## config.mk

```make
export PLATFORM = sky130hd
export DESIGN_NAME = dmem_arbiter
export DESIGN_NICKNAME = d
export VERILOG_FILES = /design/src/rtl/dmem_arb_pkg.sv /design/src/rtl/dmem_arb_id_fifo.sv /design/src/rtl/dmem_arbiter.sv
export SDC_FILE = /design/constraint.sdc
export NUM_CORES = 1
export LEC_CHECK = 0
export BUFFER_PORTS_ARGS = -buffer_cell sky130_fd_sc_hd__buf_2
export CAP_MARGIN = 30
export CORE_AREA = 4 4 120 122
export CTS_BUF_LIST = sky130_fd_sc_hd__clkbuf_8 sky130_fd_sc_hd__clkbuf_16
export DETAILED_ROUTE_END_ITERATION = 6
export DIE_AREA = 0 0 124 126
export GPL_TIMING_DRIVEN = 1
export PLACE_DENSITY = 0.51
export REMOVE_ABC_BUFFERS = 1
export SLEW_MARGIN = 20
export SYNTH_ARGS = -nofsm -noshare
export SYNTH_HDL_FRONTEND = slang
export SYNTH_SLANG_ARGS = --single-unit
export TNS_END_PERCENT = 5
```

## constraint.sdc

```tcl
create_clock -name clk -period 3.2 [get_ports clk]
set_input_delay 0.8 -clock clk [delete_from_list [all_inputs] [get_ports clk]]
set_output_delay 0.8 -clock clk [all_outputs]
set_load 0.01 [all_outputs]
```

## src/rtl/dmem_arb_pkg.sv

```systemverilog
// Shared types and constants for the data-memory arbiter.
// Owner IDs are stored in the outstanding-read FIFO and drive the request mux.
package dmem_arb_pkg;

  typedef enum logic [1:0] {
    OWN_NONE = 2'd0,
    OWN_CORE = 2'd1,
    OWN_AUX  = 2'd2
  } owner_e;

  typedef struct packed {
    logic        we;
    logic [31:0] addr;
    logic [31:0] wdata;
    logic [2:0]  size;
  } dmem_req_t;

  // funct3 load/store size codes; the arbiter passes them through untouched
  localparam logic [2:0] SZ_B  = 3'b000;
  localparam logic [2:0] SZ_H  = 3'b001;
  localparam logic [2:0] SZ_W  = 3'b010;
  localparam logic [2:0] SZ_BU = 3'b100;
  localparam logic [2:0] SZ_HU = 3'b101;

  function automatic dmem_req_t pack_req(input logic        we,
                                         input logic [31:0] addr,
                                         input logic [31:0] wdata,
                                         input logic [2:0]  size);
    dmem_req_t r;
    r.we    = we;
    r.addr  = addr;
    r.wdata = wdata;
    r.size  = size;
    return r;
  endfunction

endpackage

```

## src/rtl/dmem_arb_id_fifo.sv

```systemverilog
// Owner-ID FIFO tracking outstanding reads in request order.
// Pointers wrap modulo MAX_OUT so any depth >= 1 works.
module dmem_arb_id_fifo
  import dmem_arb_pkg::*;
#(
  parameter int MAX_OUT = 2,
  localparam int CW = $clog2(MAX_OUT + 1)
) (
  input  logic          clk,
  input  logic          rst,
  input  logic          push,
  input  owner_e        push_id,
  input  logic          pop,
  output owner_e        head,
  output logic [CW-1:0] count,
  output logic          full,
  output logic          empty
);

  localparam int PW = (MAX_OUT > 1) ? $clog2(MAX_OUT) : 1;

  owner_e        slot_r [MAX_OUT];
  logic [PW-1:0] wr_ptr_r;
  logic [PW-1:0] rd_ptr_r;
  logic [CW-1:0] count_r;
  logic          push_ok_s;
  logic          pop_ok_s;

  function automatic logic [PW-1:0] next_ptr(input logic [PW-1:0] p);
    return (p == PW'(MAX_OUT - 1)) ? '0 : p + PW'(1);
  endfunction

  assign full      = (count_r == CW'(MAX_OUT));
  assign empty     = (count_r == '0);
  assign count     = count_r;
  assign head      = slot_r[rd_ptr_r];
  assign push_ok_s = push & ~full;
  assign pop_ok_s  = pop & ~empty;

  // Storage, pointers and occupancy; simultaneous push and pop keep count
  always_ff @(posedge clk) begin
    if (rst) begin
      wr_ptr_r <= '0;
      rd_ptr_r <= '0;
      count_r  <= '0;
      for (int i = 0; i < MAX_OUT; i++) slot_r[i] <= OWN_NONE;
    end else begin
      if (push_ok_s) begin
        slot_r[wr_ptr_r] <= push_id;
        wr_ptr_r         <= next_ptr(wr_ptr_r);
      end
      if (pop_ok_s) begin
        rd_ptr_r <= next_ptr(rd_ptr_r);
      end
      case ({push_ok_s, pop_ok_s})
        2'b10:   count_r <= count_r + CW'(1);
        2'b01:   count_r <= count_r - CW'(1);
        default: count_r <= count_r;
      endcase
    end
  end

endmodule

```

## src/rtl/dmem_arbiter.sv

```systemverilog
// Data-memory port arbiter: core MEM stage (fixed priority) vs. auxiliary master.
// Aux gets one priority grant after STARVE_LIMIT waiting cycles; the chosen owner
// is frozen while memory back-pressures. Read responses return in order and are
// steered to their owner via an ID FIFO.
// Optional build macro DMEM_ARB_PERF_EN adds perf_conflict / perf_aux_gnt counters.
module dmem_arbiter
  import dmem_arb_pkg::*;
#(
  parameter int MAX_OUT      = 2,
  parameter int STARVE_LIMIT = 8
) (
  input  logic        clk,
  input  logic        rst,
  input  logic        c_req,
  input  logic        c_we,
  input  logic [31:0] c_addr,
  input  logic [31:0] c_wdata,
  input  logic [2:0]  c_size,
  output logic        c_gnt,
  output logic        c_rvalid,
  output logic [31:0] c_rdata,
  output logic        c_stall,
  input  logic        a_req,
  input  logic        a_we,
  input  logic [31:0] a_addr,
  input  logic [31:0] a_wdata,
  input  logic [2:0]  a_size,
  output logic        a_gnt,
  output logic        a_rvalid,
  output logic [31:0] a_rdata,
  output logic        mem_req,
  output logic        mem_we,
  output logic [31:0] mem_addr,
  output logic [31:0] mem_wdata,
  output logic [2:0]  mem_size,
  input  logic        mem_gnt,
  input  logic        mem_rvalid,
  input  logic [31:0] mem_rdata,
  output logic        err_unexp
`ifdef DMEM_ARB_PERF_EN
  ,
  output logic [31:0] perf_conflict,
  output logic [31:0] perf_aux_gnt
`endif
);

  localparam int CW = $clog2(MAX_OUT + 1);
  localparam int SW = $clog2(STARVE_LIMIT + 1);

  owner_e        pick_s;
  owner_e        owner_s;
  owner_e        lock_owner_r;
  logic          lock_r;
  logic [SW-1:0] starve_cnt_r;
  logic          starve_hit_s;
  logic          err_unexp_r;
  logic [CW-1:0] core_pend_r;
  logic          mem_req_s;
  dmem_req_t     mux_req_s;

  owner_e        head_s;
  logic [CW-1:0] count_s;
  logic          full_s;
  logic          empty_s;
  logic          push_s;
  owner_e        push_id_s;
  logic          pop_s;
  logic          core_load_gnt_s;
  logic          core_rsp_s;

  assign starve_hit_s = (starve_cnt_r >= SW'(STARVE_LIMIT));

  // Owner choice: frozen while locked, else aux on starvation or idle core
  always_comb begin
    pick_s  = OWN_NONE;
    owner_s = OWN_NONE;
    if (a_req && (!c_req || starve_hit_s)) begin
      pick_s = OWN_AUX;
    end else if (c_req) begin
      pick_s = OWN_CORE;
    end else begin
      pick_s = OWN_NONE;
    end
    if (lock_r) begin
      owner_s = lock_owner_r;
    end else begin
      owner_s = pick_s;
    end
  end

  // Request mux towards memory; idle bus when nobody owns it
  always_comb begin
    mux_req_s = '0;
    case (owner_s)
      OWN_CORE: mux_req_s = pack_req(c_we, c_addr, c_wdata, c_size);
      OWN_AUX:  mux_req_s = pack_req(a_we, a_addr, a_wdata, a_size);
      default:  mux_req_s = '0;
    endcase
  end

  // Full is judged on the registered count, so a same-cycle pop does not unblock
  assign mem_req_s = (owner_s != OWN_NONE) & ~full_s;
  assign mem_req   = mem_req_s;
  assign mem_we    = mux_req_s.we;
  assign mem_addr  = mux_req_s.addr;
  assign mem_wdata = mux_req_s.wdata;
  assign mem_size  = mux_req_s.size;

  assign c_gnt = mem_req_s & mem_gnt & (owner_s == OWN_CORE);
  assign a_gnt = mem_req_s & mem_gnt & (owner_s == OWN_AUX);

  // Only loads expect a response, so only loads enter the ID FIFO
  assign core_load_gnt_s = c_gnt & ~c_we;
  assign push_s          = core_load_gnt_s | (a_gnt & ~a_we);
  assign push_id_s       = a_gnt ? OWN_AUX : OWN_CORE;
  assign pop_s           = mem_rvalid & ~empty_s;
  assign core_rsp_s      = pop_s & (head_s == OWN_CORE);

  dmem_arb_id_fifo #(
    .MAX_OUT (MAX_OUT)
  ) u_id_fifo (
    .clk     (clk),
    .rst     (rst),
    .push    (push_s),
    .push_id (push_id_s),
    .pop     (pop_s),
    .head    (head_s),
    .count   (count_s),
    .full    (full_s),
    .empty   (empty_s)
  );

  assign c_rvalid  = core_rsp_s;
  assign a_rvalid  = pop_s & (head_s == OWN_AUX);
  assign c_rdata   = mem_rdata;
  assign a_rdata   = mem_rdata;
  assign c_stall   = (c_req & ~c_gnt) | (core_pend_r != '0);
  assign err_unexp = err_unexp_r;

  // Hold the owner across a back-pressured request until memory accepts it
  always_ff @(posedge clk) begin
    if (rst) begin
      lock_r       <= 1'b0;
      lock_owner_r <= OWN_NONE;
    end else if (mem_req_s && !mem_gnt) begin
      lock_r       <= 1'b1;
      lock_owner_r <= owner_s;
    end else begin
      lock_r       <= 1'b0;
      lock_owner_r <= OWN_NONE;
    end
  end

  // Count consecutive aux wait cycles, saturating at the limit
  always_ff @(posedge clk) begin
    if (rst) begin
      starve_cnt_r <= '0;
    end else if (a_req && !a_gnt) begin
      if (!starve_hit_s) begin
        starve_cnt_r <= starve_cnt_r + SW'(1);
      end
    end else begin
      starve_cnt_r <= '0;
    end
  end

  // Number of core loads still awaiting data; drives the core stall
  always_ff @(posedge clk) begin
    if (rst) begin
      core_pend_r <= '0;
    end else begin
      case ({core_load_gnt_s, core_rsp_s})
        2'b10:   core_pend_r <= core_pend_r + CW'(1);
        2'b01:   core_pend_r <= core_pend_r - CW'(1);
        default: core_pend_r <= core_pend_r;
      endcase
    end
  end

  // Sticky flag for a response arriving with nothing outstanding
  always_ff @(posedge clk) begin
    if (rst) begin
      err_unexp_r <= 1'b0;
    end else if (mem_rvalid && empty_s) begin
      err_unexp_r <= 1'b1;
    end
  end

`ifdef DMEM_ARB_PERF_EN
  logic [31:0] perf_conflict_r;
  logic [31:0] perf_aux_gnt_r;

  // Wrapping event counters: contention cycles and aux grants
  always_ff @(posedge clk) begin
    if (rst) begin
      perf_conflict_r <= 32'd0;
      perf_aux_gnt_r  <= 32'd0;
    end else begin
      if (c_req && a_req) perf_conflict_r <= perf_conflict_r + 32'd1;
      if (a_gnt)          perf_aux_gnt_r  <= perf_aux_gnt_r + 32'd1;
    end
  end

  assign perf_conflict = perf_conflict_r;
  assign perf_aux_gnt  = perf_aux_gnt_r;
`endif

endmodule

```

==> results of run 1 <==
layer usage:
metal  vias up  GRT usage  wire, um
met5         -     0.0461        93
met1      1407      0.244      6810
met2       239      0.243      6130
met4         4     0.0155        30
li1       1376          -         -
met3         8      0.118      2560
repair_timing:
item,CTS,global route
pin swaps,0,10
setup buffers,1,3
cloned,0,3
gates resized for setup,10,26
endpoints found under the setup margin,21,39
cells by family (layout without fill, tap and decap cells):
kind of cell	count (synthesis)	count (layout)	synth area share
adders and majority gates	7	7	0.0374
and+or+nand+nor	107	107	0.198
xor gates and xnor gates	7	7	0.0262
AOI/OAI and AO/OA	85	85	0.275
muxes	3	3	0.0150
buffers and inverters	101	249	0.269
DFF	19	19	0.179
cell usage after synthesis (2+ instances only):
cell type  instances  area [um^2]
buf_4             64          480
nor4_1             2         12.5
ha_1               7         87.6
mux2i_1            2         20.0
or3_1              3         18.8
xor2_1             4         35.0
dfxtp_1           15          300
clkbuf_1          16         60.1
buf_1              2         7.51
and3_1             2         12.5
a21oi_1            4         20.0
nor2b_1            4         25.0
edfxtp_1           4          120
inv_1             11         41.3
o21ai_0            3         15.0
xnor2_1            3         26.3
nand2b_1           5         31.3
buf_2              8         40.0
nor2_1            83          312
a22oi_1           68          510
nand2_1            2         7.51
metrics by stage:
| step | instances | setup TNS (ns) | area [um^2] | power, mW |
|---|---|---|---|---|
| 2_1_floorplan | 239 | -47.55 | 1750 | 0.487 |
| 3_3_place_gp | 643 | -0.725 | 3210 | 0.759 |
| 3_5_place_dp | 643 | -1.61 | 3210 | 0.766 |
| 4_1_cts | 648 | -0.0696 | 3340 | 1.03 |
| 5_1_grt | 653 | -1.97 | 3540 | 1.13 |
| 6_report | 653 | -0.0501 | 3540 | 1.06 |
power by group:
| part | total (mW) | switching, mW | internal, mW |
|---|---|---|---|
| clock | 0.253 | 0.0867 | 0.166 |
| sequential | 0.272 | 0.0131 | 0.259 |
| combinational | 0.535 | 0.290 | 0.245 |
| total | 1.06 | 0.390 | 0.669 |
sequential cells by signal (all words and copies together), names as in the netlist, named ones only:
name,cells
starve_cnt_r,4
err_unexp,1
u_id_fifo.slot_r,4
u_id_fifo.count,2
u_id_fifo.wr_ptr_r,1
u_id_fifo.rd_ptr_r,1
lock_owner_r,2
core_pend_r,2
lock_r,1
critical path, cell delays in order:
cell and delay [ns]:
buf_2 0.11, nor2b_1 0.13, o31a_1 0.39, inv_2 0.11
ha_4 0.26, buf_12 0.19, a22oi_1 0.10, nor2_1 0.15
buf_2 0.17
worst paths after layout:
path,endpoint,startpoint,cells after the start,slack [ns]
setup / recovery,mem_addr[26],c_req,9,-0.02
hold / removal,err_unexp,err_unexp,2,0.46
setup reg to reg,core_pend_r[1],starve_cnt_r[3],10,0.50
hold reg to reg,err_unexp,err_unexp,2,0.46
area by class of cell:
cell class	count	area, um^2
Clock buffer	3	75.1
Clock inverter	1	3.75
Fill cell	1477	9650
Inverter	11	41.3
Multi-Input combinational cell	209	1400
Sequential cell	19	420
Tap cell	176	220
Timing Repair Buffer	234	1370
==> results, run 1 <==
- At the worst endpoint, the required time is 2.40 ns.
- The final reports fail on setup timing.
- The via density per instance is 4.65.
- The hold violation count in the final report is 0.
- The first global-routing pass estimated 20.3 mm of wire.
- The root cell of the clock tree is clkbuf_16.
- Dividing the final minimum period by the clock period gives 1.01.
- The total overflow left after global routing is 0.
- In this run, post-CTS hold repair placed 0 buffers.
- Compared with the post-synthesis result, the final layout area differs by 51.0%.
- The critical path arrival is 2.42 ns.
- A synthesized cell averages 7.12 um^2.
- The total iterations of the first detailed-routing run is 5.
- The detailed router finished its first iteration with 237 violations.
- Power spread over the standard cell area amounts to 300 nW/um^2.
- The synthesized netlist contains 38 unique library cells.
- The total of warnings raised by yosys is 0.
- The all-layer global routing usage is 0.180.
- The most common cell after layout, fill and taps aside is buf_2.
- The die width is roughly 120 um.
- The detail route stage leaves a number of antenna-violating nets equal to 0.
- The worst-case IR drop observed on VDD is between 0.15 and 0.2 mV.
- Along the worst path, the maximum fanout reaches 20.
- The path class of the lowest-slack min-delay path is reg2reg.
- Clock tree synthesis found a total of 19 sinks.
- The share of the core filled with cells is 0.268.
- The CTS tree is done.
- Final hold analysis gives a worst-case slack of 0.464 ns.
- The worst setup path is captured at a primary output.
- The number of ports placed on the die boundary is 313.
- The transition at the pin with the smallest max-transition slack is 0.526 ns.
- The setup-violating endpoint count in the final report is 7.
- Of the synthesized area, sequential elements account for 0.179.
- Leaving out fill and tap cells, the most frequent cells in the layout are buf_2 (208), nor2_1 (82), a22oi_1 (55).
- The worst setup path is launched from an input port.
- The top flip-flop cell by instance count after synthesis is dfxtp_1.
- In the post-route analysis, the smallest setup slack over all paths is -0.0168 ns.
- The tool flagged a number of max-cap violations equal to 0.
- The maximum clock frequency is 0.311 GHz.
- The share of post-route cells with drive strength above 1 is 0.547.
- The number of antenna violations at the first check in global routing is 1.
- The core box area is about 13000 um^2.
- The die covers about 16000 um^2.
- In the synthesized netlist the async set-or-reset flop fraction comes to 0.
- The floorplan row count is between 40 and 50.
- The largest clock skew in the final design is 0.00252 ns.
- The total count of max-transition violations in the final report came to 0.
- The clock network latency to the later pin of the worst-skew pair is 0.25 ns.
- The die boundary height is 126 um.
- After detailed routing, the number of remaining DRC violations is 0.
- The number of standard cells after synthesis is 329.
- The via count of the routed design is 3034.
- The number of CTS-inserted buffers is 3.
- The initial standard-cell utilization of the core is 0.178.
- The maximum clock insertion buffer count is 2.
- The wire length per cell after detailed routing is 23.9 um.
- For this block, the routed nets add up to 15.6 mm of wire.
- The post-route minimum period is approximately 3.2 ns.
- The number of levels in the clock H-tree is 1.
- The flip-flop and latch count after synthesis is 19.
- The number of global-route vias before repair is 2985.
- The worst-case headroom to the max-slew limit is 0.645.
- The count of input and output buffers is 216.
- The static leakage is 1.81 nW.
- The estimated wirelength of the detail-placed design is 13.7 mm.
- Setup repair after global routing could not meet its margin everywhere.
- The number of enable flip-flop cells after synthesis is 4.
- The critical path start-end classification is in2out.
- The number of nets in the layout is 659.
- The largest net degree at the start of global routing is 41.
- The run finished, with violations left.
- The mapped cell area is 2340 um^2.
- At the placement stage, the worst setup path has a slack of -0.168 ns.
- After clock tree synthesis, the clock-pin slew on the worst setup and hold paths is 0.05 ns.
- Routability-driven placement finished with a final weighted congestion of 0.817.
- The antenna diode count is 0.
No activity file was read; power rests on OpenSTA's default activity.
==> run 2, diff against run 1 <==
- CORE_AREA: 4 4 120 122 -> 4 4 119 121
- DIE_AREA: 0 0 124 126 -> 0 0 123 125
- PLACE_DENSITY: 0.51 -> 0.54
- clock period: 3.2 -> 2.6 ns (I/O delays scaled with it)
==> results, run 2 (synthesis gave the netlist of run 1 again) <==
- The cell depth of the worst flop-to-flop path was 13 (was 10).
- The full die area was 15400 um^2 (was 15600 um^2).
- The critical path's largest stage delay is 0.29 ns (was 0.39 ns).
- The die width came to 123 um (was 124 um).
- The maximum fanout encountered on the critical timing path is 8 (was 20).
- The slack of the worst reg-to-reg path is 0.12 ns (was 0.50 ns).
- The number of DRC markers in iteration 0 is 120 (was 237).
- The count of input and output buffers came to 216 (unchanged).
- The worst-case headroom to the max-slew limit was 0.643 (was 0.645).
- The total iterations of the first detailed-routing run is 4 (was 5).
- Registers with the highest flip-flop counts: starve_cnt_r: 4 flops, u_id_fifo.slot_r: 4 flops (unchanged).
- The met3 layer usage reported by global route is 0.117 (was 0.118).
- The number of nets in the layout was 675 (was 659).
- The most congested layer reported by global routing is met1 (unchanged).
- The critical path arrival came to 2.16 ns (was 2.42 ns).
- The setup-violating endpoint count in the final report is 72 (was 7).
- The global routing met2 resource utilization is 0.236 (was 0.243).
- The static leakage was 1.95 nW (was 1.81 nW).
- The most common cell after layout, fill and taps aside is buf_2 (unchanged).
- Subtracting the final worst setup slack from the clock period gives 2.81 ns.
- Of the available clock period, the critical path in the final layout requires 1.08.
- The estimated wirelength of the detail-placed design came to 13.5 mm (was 13.7 mm).
- The number of ports placed on the die boundary is 313 (unchanged).
- The slowest cell on the critical path is o31a_1 (unchanged).
- The core box area came to 13100 um^2 (was 13200 um^2).
- Most frequent cells in the layout: buf_2 (209), nor2_1 (76), a22oi_2 (60) (was buf_2 (208), nor2_1 (82), a22oi_1 (55)).
- The floorplan row count was 42 (unchanged).
- The maximum clock frequency is 0.356 GHz.
- Failing checks: setup timing (unchanged).
- The root cell of the clock tree is clkbuf_16 (unchanged).
- The peak ir drop on the vdd network was 0.224 mV (was 0.155 mV).
- The number of DRC violations after detailed routing is 0 (unchanged).
- The critical path start-end classification is in2out (unchanged).
- The power per unit of standard cell area is 349 nW/um^2 (was 300 nW/um^2).
- The die boundary height is 125 um (was 126 um).
- The number of antenna violations at the first check in global routing came to 0 (was 1).
- The element type at the critical path end is a primary output (unchanged).
- The transition at the pin with the smallest max-transition slack came to 0.530 ns (was 0.526 ns).
- The number of levels in the clock H-tree came to 1 (unchanged).
- The post-route antenna net violation count is 0 (unchanged).
- The routing usage on met1 is 0.278 (was 0.244).
- The via count of the routed design is 3103 (was 3034).
- The share of post-route cells with drive strength above 1 is 0.688 (was 0.547).
- The total count of max-transition violations in the final report is 0 (unchanged).
- The clock network latency to the later pin of the worst-skew pair came to 0.25 ns (about the same).
- The total of fill cells in the finished design is 1439 (was 1477).
- Cell chain of the critical path: buf_6, nor2b_4, o31a_1, buf_4, ha_4, buf_12, clkbuf_16, a22oi_2, nor2_1, buf_2 (was buf_2, nor2b_1, o31a_1, inv_2, ha_4, buf_12, a22oi_1, nor2_1, buf_2).
- The clock net sink count is 19 (unchanged).
- The wire length per cell after detailed routing was 24.6 um (was 23.9 um).
- The routability-driven placement congestion ratio came to 0.820 (was 0.817).
- The final worst-path setup slack is -0.213 ns (was -0.0168 ns).
- RSZ-0062 raised after global routing: true (unchanged).
- The sum of internal, switching and leakage power is 1.42 mW (was 1.06 mW).
- The startpoint type of the worst setup path was an input port (unchanged).
- The CTS tree is done (unchanged).
- The number of CTS-inserted buffers is 3 (unchanged).
- The clock transition time at the flip-flop clock pins of the worst setup and hold paths was 0.05 ns (about the same).
- The global-route wire length before repair came to 21.0 mm (was 20.3 mm).
- The cell count of the worst hold path is 2 (unchanged).
- The hold violation count in the final report is 0 (unchanged).
- The final wirelength is 16.4 mm (was 15.6 mm).
- The maximum clock insertion buffer count came to 2 (unchanged).
- The max-capacitance violation count is 0 (unchanged).
- The path class of the lowest-slack min-delay path is reg2reg (unchanged).
- The initial standard-cell utilization of the core is 0.179 (was 0.178).
- The largest net degree at the start of global routing is 36 (was 41).
- The worst path required time is 1.95 ns (was 2.40 ns).
- Run status: complete, but fails checks (unchanged).
- The remaining global-route overflow is 0 (unchanged).
- The largest clock skew in the final design is 0.00324 ns (was 0.00252 ns).
- The share of the core filled with cells is 0.311 (was 0.268).
- The all-layer global routing usage is 0.188 (was 0.180).
- The layout overhead on the synthesized area was 74.0% (was 51.0%).
- The number of global-route vias before repair came to 3081 (was 2985).
- The antenna diode count is 0 (unchanged).
- The via density per instance is 4.64 (was 4.65).
==> run 2: cell count changes in the layout (fill, tap and decap cells not counted), sizes merged <==
| cell | previous run | this run |
|---|---|---|
| buf | 231 | 244 |
| clkbuf | 6 | 9 |
==> run 2: routing by layer <==
layer	vias to the layer above	part of all wire
li1	1412	-
met1	1442	0.47
met2	238	0.36
met3	9	0.16
met4	2	0.0018
met5	-	0.0041
==> run 2: final timing paths <==
kind / startpoint / to
max: c_req / mem_wdata[12]
min: err_unexp / err_unexp
max reg2reg: starve_cnt_r[3] / u_id_fifo.count[1]
min reg2reg: err_unexp / err_unexp
==> run 2: final cells by class <==
type / count / area, um^2 / share of cell area
clock buffers: 3 / 75.1 / 0.0184
clock inverters: 1 / 3.75 / 0.000921
inverters: 11 / 41.3 / 0.0101
multi-input cells: 209 / 1700 / 0.417
flip-flops and latches: 19 / 420 / 0.103
well taps: 176 / 220 / 0.0540
repair buffers: 250 / 1610 / 0.396
==> run 2: power breakdown <==
group / internal [mW] / switching (mW)
sequential: 0.318 / 0.0168
clock: 0.204 / 0.106
combinational: 0.365 / 0.410
total: 0.888 / 0.533
==> run 2: timing repair <==
action | CTS | global route
setup buffers | 5 | 4
cloned | 2 | 6
hold buffers | 0 | 0
pin swaps | 10 | 44
gates resized for setup | 35 | 66
setup endpoints to repair | 73 | 74
==> run 2: critical path: cells and delay by family <==
kind	cells	cell delay, ns
AO/OA/AOI/OAI	2	0.43
adder cells (fa/ha/maj)	1	0.19
buffers and inverters	5	0.70
AND/OR/NAND/NOR	2	0.17
==> run 2: per-stage QoR <==
step / instance area [um^2] / cells / hold slack, ns / worst slack [ns] / TNS (ns)
2_1_floorplan: 1750 / 239 / 0.452 / -1.32 / -76.01
6_report: 4080 / 669 / 0.495 / -0.213 / -9.70
3_5_place_dp: 3290 / 650 / 0.479 / -0.366 / -14.31
5_1_grt: 4080 / 669 / 0.539 / -0.266 / -14.38
3_3_place_gp: 3290 / 650 / 0.470 / -0.372 / -13.79
4_1_cts: 3630 / 661 / 0.495 / -0.244 / -12.27
